==> src/rtl/uart_apb_sequencer.sv <==
// rtl/uart_apb_sequencer.sv - APB3 master that configures, polls and services a CoreUARTapb instance
// Ports:
//   PCLK, PRESET                clock, asynchronous active-high reset
//   PSEL, PENABLE, PWRITE,
//   PADDR, PWDATA               APB request towards the UART
//   PRDATA, PREADY, PSLVERR     APB response from the UART
//   tx_data, tx_valid, tx_ready byte stream into the UART transmitter
//   rx_data, rx_valid, rx_ready byte stream out of the UART receiver
//   cfg_done                    baud and mode registers have been written
//   err_flags, err_clr          sticky {bus_timeout, pslverr, framing, overflow, parity} and clear
module uart_apb_sequencer #(
  parameter logic [12:0] BAUD_VALUE     = 13'd1,
  parameter bit          BIT8           = 1'b1,
  parameter bit          PARITY_EN      = 1'b0,
  parameter bit          ODD_N_EVEN     = 1'b0,
  parameter int          TIMEOUT_CYCLES = 15
) (
  input  logic       PCLK,
  input  logic       PRESET,
  output logic       PSEL,
  output logic       PENABLE,
  output logic       PWRITE,
  output logic [4:0] PADDR,
  output logic [7:0] PWDATA,
  input  logic [7:0] PRDATA,
  input  logic       PREADY,
  input  logic       PSLVERR,
  input  logic [7:0] tx_data,
  input  logic       tx_valid,
  output logic       tx_ready,
  output logic [7:0] rx_data,
  output logic       rx_valid,
  input  logic       rx_ready,
  output logic       cfg_done,
  output logic [4:0] err_flags,
  input  logic       err_clr
);

  typedef enum logic [2:0] {S_CFG1, S_CFG2, S_STAT, S_DECIDE, S_RXRD, S_TXWR} state_t;
  typedef enum logic [1:0] {PH_IDLE, PH_SETUP, PH_ACCESS} phase_t;

  localparam logic [7:0] TMO_LAST = 8'(TIMEOUT_CYCLES - 1);

  state_t     state_q, state_d, setup_state;
  phase_t     phase_q, phase_d;
  logic [7:0] tmo_q;
  logic [1:0] status_q;            // {RXRDY, TXRDY} from the last STATUS read
  logic       go_setup, xfer_ok, xfer_abort;
  logic [4:0] addr_d;
  logic       wr_d;
  logic [7:0] wd_d;
  logic [4:0] err_set;

  // PH_IDLE of a transfer state is the bus-idle cycle before its SETUP.
  // DECIDE is itself a bus-idle cycle, so it launches the chosen SETUP directly.
  always_comb begin
    state_d     = state_q;
    phase_d     = phase_q;
    setup_state = state_q;
    go_setup    = 1'b0;
    xfer_ok     = 1'b0;
    xfer_abort  = 1'b0;
    PSEL        = 1'b0;
    PENABLE     = 1'b0;
    tx_ready    = 1'b0;
    addr_d      = 5'h10;
    wr_d        = 1'b0;
    wd_d        = 8'h00;

    case (phase_q)
      PH_IDLE: begin
        if (state_q == S_DECIDE) begin
          if (status_q[1] && !rx_valid)
            setup_state = S_RXRD;
          else if (status_q[0] && tx_valid)
            setup_state = S_TXWR;
          else
            setup_state = S_STAT;
        end
        state_d  = setup_state;
        phase_d  = PH_SETUP;
        go_setup = 1'b1;
      end
      PH_SETUP: begin
        PSEL    = 1'b1;
        phase_d = PH_ACCESS;
      end
      default: begin
        PSEL    = 1'b1;
        PENABLE = 1'b1;
        if (PREADY)
          xfer_ok = 1'b1;
        else if (tmo_q == TMO_LAST)
          xfer_abort = 1'b1;
        tx_ready = PREADY && (state_q == S_TXWR);
        if (xfer_ok || xfer_abort) begin
          phase_d = PH_IDLE;
          case (state_q)
            S_CFG1:  state_d = S_CFG2;
            S_STAT:  state_d = S_DECIDE;
            default: state_d = S_STAT;
          endcase
        end
      end
    endcase

    case (setup_state)
      S_CFG1: begin
        addr_d = 5'h08;
        wr_d   = 1'b1;
        wd_d   = BAUD_VALUE[7:0];
      end
      S_CFG2: begin
        addr_d = 5'h0C;
        wr_d   = 1'b1;
        wd_d   = {BAUD_VALUE[12:8], ODD_N_EVEN, PARITY_EN, BIT8};
      end
      S_RXRD: addr_d = 5'h04;
      S_TXWR: begin
        addr_d = 5'h00;
        wr_d   = 1'b1;
        wd_d   = tx_data;
      end
      default: addr_d = 5'h10;
    endcase

    err_set    = 5'b00000;
    err_set[4] = xfer_abort;
    err_set[3] = xfer_ok && PSLVERR;
    if (xfer_ok && state_q == S_STAT)
      err_set[2:0] = PRDATA[4:2];
  end

  always_ff @(posedge PCLK or posedge PRESET) begin
    if (PRESET) begin
      state_q   <= S_CFG1;
      phase_q   <= PH_IDLE;
      tmo_q     <= 8'd0;
      status_q  <= 2'b00;
      PADDR     <= 5'h00;
      PWRITE    <= 1'b0;
      PWDATA    <= 8'h00;
      rx_data   <= 8'h00;
      rx_valid  <= 1'b0;
      cfg_done  <= 1'b0;
      err_flags <= 5'b00000;
    end else begin
      state_q <= state_d;
      phase_q <= phase_d;
      // Counts consecutive ACCESS cycles; any other phase restarts it.
      tmo_q   <= (phase_q == PH_ACCESS) ? tmo_q + 8'd1 : 8'd0;

      if (go_setup) begin
        PADDR  <= addr_d;
        PWRITE <= wr_d;
        PWDATA <= wd_d;
      end

      // A timed-out poll must not leave stale ready bits for DECIDE.
      if (state_q == S_STAT && xfer_ok)
        status_q <= PRDATA[1:0];
      else if (state_q == S_STAT && xfer_abort)
        status_q <= 2'b00;

      if (state_q == S_RXRD && xfer_ok) begin
        rx_data  <= PRDATA;
        rx_valid <= 1'b1;
      end else if (rx_valid && rx_ready) begin
        rx_valid <= 1'b0;
      end

      if (state_q == S_CFG2 && (xfer_ok || xfer_abort))
        cfg_done <= 1'b1;

      if (err_clr)
        err_flags <= 5'b00000;
      else
        err_flags <= err_flags | err_set;
    end
  end

endmodule

==> config.mk <==
export PLATFORM = sky130hd
export DESIGN_NAME = uart_apb_sequencer
export DESIGN_NICKNAME = d
export VERILOG_FILES = /design/src/rtl/uart_apb_sequencer.sv
export SDC_FILE = /design/constraint.sdc
export NUM_CORES = 1
export LEC_CHECK = 0
export BUFFER_PORTS_ARGS = -buffer_cell sky130_fd_sc_hd__buf_4
export CAP_MARGIN = 10
export CORE_ASPECT_RATIO = 1.1
export CORE_UTILIZATION = 45
export DETAILED_ROUTE_END_ITERATION = 10
export PLACE_DENSITY = 0.71
export SLEW_MARGIN = 20
export SYNTH_ARGS = -nofsm -noshare
export SYNTH_HDL_FRONTEND = slang
export SYNTH_SLANG_ARGS = --single-unit
==> constraint.sdc <==
create_clock -name PCLK -period 1.8 [get_ports PCLK]
set_clock_uncertainty 0.05 [all_clocks]
set_input_delay 0.18 -clock PCLK [delete_from_list [all_inputs] [get_ports PCLK]]
set_output_delay 0.18 -clock PCLK [all_outputs]
set_load 0.05 [all_outputs]
==> results_dict.tcl <==
set metrics [dict create \
    crit_fanout 12 \
    rr_startpoint "tmo_q[0]$_DFF_PP0_" \
    reg2reg_to "status_q[1]$_DFFE_PP0P_" \
    grt_pass1_wl_microns 5990 \
    rsz0062_at_grt "no" \
    vias 1356 \
    finalNetCount 241 \
    path_class "flip-flop to output port" \
    worstMarginPinSlew_ns 0.574 \
    startpoint "phase_q[1]$_DFFE_PP0P_" \
    cts_buffer_depth 2 \
    gp_congestion 0.819 \
    fillCellCount 314 \
    initial_utilization_pct 48.4 \
    antennaDiodeCount 0 \
    io_pins 55 \
    routed_wl_microns 3660 \
    slew_headroom_pct 61.4 \
    r2r_cells 6 \
    via_per_inst 5.08 \
    hp-start "err_clr" \
    synth_cell_types 33 \
    grt_max_degree 43 \
    cp.required_ns 1.57 \
    ys_seq_elements 42 \
    synth_edf_count 0 \
    drive_gt1_share_pct 36.9 \
    status "completed" \
    clock.fmax_ghz 0.596 \
    syn_to_final_growth_pct 29.7 \
    grt_overflow_total 0 \
    yosys_warnings 0 \
    cap_violations 0 \
    detail_route.wl_per_cell_microns 13.7 \
    ant_nets 0 \
    grt_antenna_before_repair 0 \
    async_flop_share_pct 100 \
    crit_path_end_kind "output port" \
    period_needed_ns 1.68 \
    drcViolationCount 0 \
    ys_seq_area_share_pct 57.6 \
    fin_tns_setup_ns 0 \
    clk_latency_ns 0.29 \
    drt_iter0_markers 63 \
    startpoint_type "flip-flop" \
    drv_slew 0 \
    tritoncts "yes" \
    holdPathStages 2 \
    ir_drop_v 0.00117 \
    avgSynthCellArea_sq_um 11.5 \
    synth_area_sq_um 1820 \
    die-area_sq_um 4310 \
    htreeDepth 2 \
    leakagePower_uw 0.00119 \
    post-cts-setup-buffers 0 \
    die_height_microns 68.8 \
    numCtsBuffers 5 \
    syn_inst 159 \
    cts.sinks 42 \
    io_buffers 52 \
    regToRegSetupSlack_ns 0.16 \
    finalCritPeriodShare_pct 93.2 \
    clk_pin_slew_ns 0.08 \
    p_total_uw 3980 \
    crit_arrival_ns 1.45 \
    grt_pass1_vias 1304 \
    cts-root-buf "clkbuf_8" \
    core_sq_um 3770 \
    ys.flop_type "dfrtp_1" \
    final_hold_viol_count 0 \
    setup_viol 0 \
    power_density_nw_per_um2 1680 \
    min_to "err_flags[0]$_DFF_PP0_" \
    grtUsageTotal_pct 18.6 \
    die_w_microns 62.7 \
    hp-class "primary input to flip-flop" \
    dp_hpwl_microns 2770 \
    dr.pass1.iters 4 \
    rows 23 \
]
power breakdown:
part | internal [uW] | switching, uW
clock | 308 | 309
combinational | 631 | 1290
sequential | 1220 | 220
worst max-delay path by stage:
stage | to | slack, ns | cells past startpoint
final | PSEL | 0.12 | 3
after CTS | tx_ready | 0.08 | 3
after floorplan | tx_ready | 0.09 | 3
after global routing | PSEL | 0.004 | 3
after global placement | status_q[0]$_DFFE_PP0P_ | 0.23 | 6
after detailed placement | status_q[0]$_DFFE_PP0P_ | 0.16 | 6
critical path, cell delays in order, from the launching register on:
cell and delay [ns]:
dfrtp_1 0.46, nor2_1 0.09, inv_1 0.33, buf_4 0.28
cell families after synthesis:
logic type               share of synthesized area, %
XOR/XNOR                                         2.88
adder cells (fa/ha/maj)                          1.37
buffers and inverters                            4.32
multiplexers                                     5.49
flip-flops                                       57.6
AND/OR/NAND/NOR                                  14.8
AO/OA/AOI/OAI                                    13.3
other                                           0.206
Yosys cell counts (3+ instances only):
master    count  share of area, %
o31ai_1       3               1.2
buf_4         3               1.2
a22o_1       10               4.8
clkbuf_1      3              0.62
inv_1         6               1.2
nand2_1      11               2.3
nor2_1       19               3.9
a21oi_1      11               3.0
dfrtp_1      42                58
mux2_2        8               4.9
nand3_1       5               1.4
xor2_1        4               1.9
o21ai_0       3              0.82
layer usage:
metal	vias up	part of all wire (%)	GRT usage, %
met3	2	5.3	5.76
met5	-	0	0
met4	0	0.52	6.10
met2	42	51	31.1
li1	658	-	-
met1	654	43	23.4
state kept, by name, indices dropped and copies added (netlist names), 2 cells and up:
register   flops
PADDR          3
PWDATA         8
err_flags      5
phase_q        2
rx_data        8
state_q        3
status_q       2
tmo_q          8
what timing repair did:
item / in CTS / in global routing
setup endpoints to repair: 0 / 1
hold buffers: 1 / 0
endpoints found under the hold margin: 42 / 0
gates resized for setup: 0 / 1
per-stage QoR:
stage,hold slack [ns],area (sq um),worst slack (ns),utilization (%),std cells
after CTS,0.0136,2360,0.0849,62.7,267
after global placement,0.282,2260,0.234,59.9,258
final,0.0201,2370,0.123,62.8,267
after detailed placement,0.308,2260,0.163,59.9,258
after global routing,0.0119,2370,0.00409,62.8,267
after floorplan,0.196,1830,0.0945,-,160
cell usage in the layout, fill, tap and decap left out, types with 2 or more instances in the layout:
cell      Yosys  final
a21o_1        2      2
a21oi_1      11     11
a22o_1       10     10
a31oi_1       2      2
and3_1        2      2
and4bb_2      2      2
buf_4         3     56
clkbuf_8      0      6
conb_1        1      2
dfrtp_1      42     41
ha_1          2      2
inv_1         6      6
mux2_2        8      8
nand2_1      11     11
nand2b_1      2      2
nand3_1       5      5
nor2_1       19     19
nor2b_1       2      2
nor3_4        2      2
o21ai_0       3      3
o31ai_1       3      3
xnor2_1       2      2
xor2_1        4      4
final cells by class:
class,count,area (sq um),area share [%]
sequential,42,1050,44.5
multi-input combinational,104,703,29.7
timing repair buffer,57,430,18.2
clock buffer,6,82.6,3.49
tap,50,62.6,2.64
inverter,6,22.5,0.952
clock inverter,2,12.5,0.529
Power figures use the tool's default switching activity.
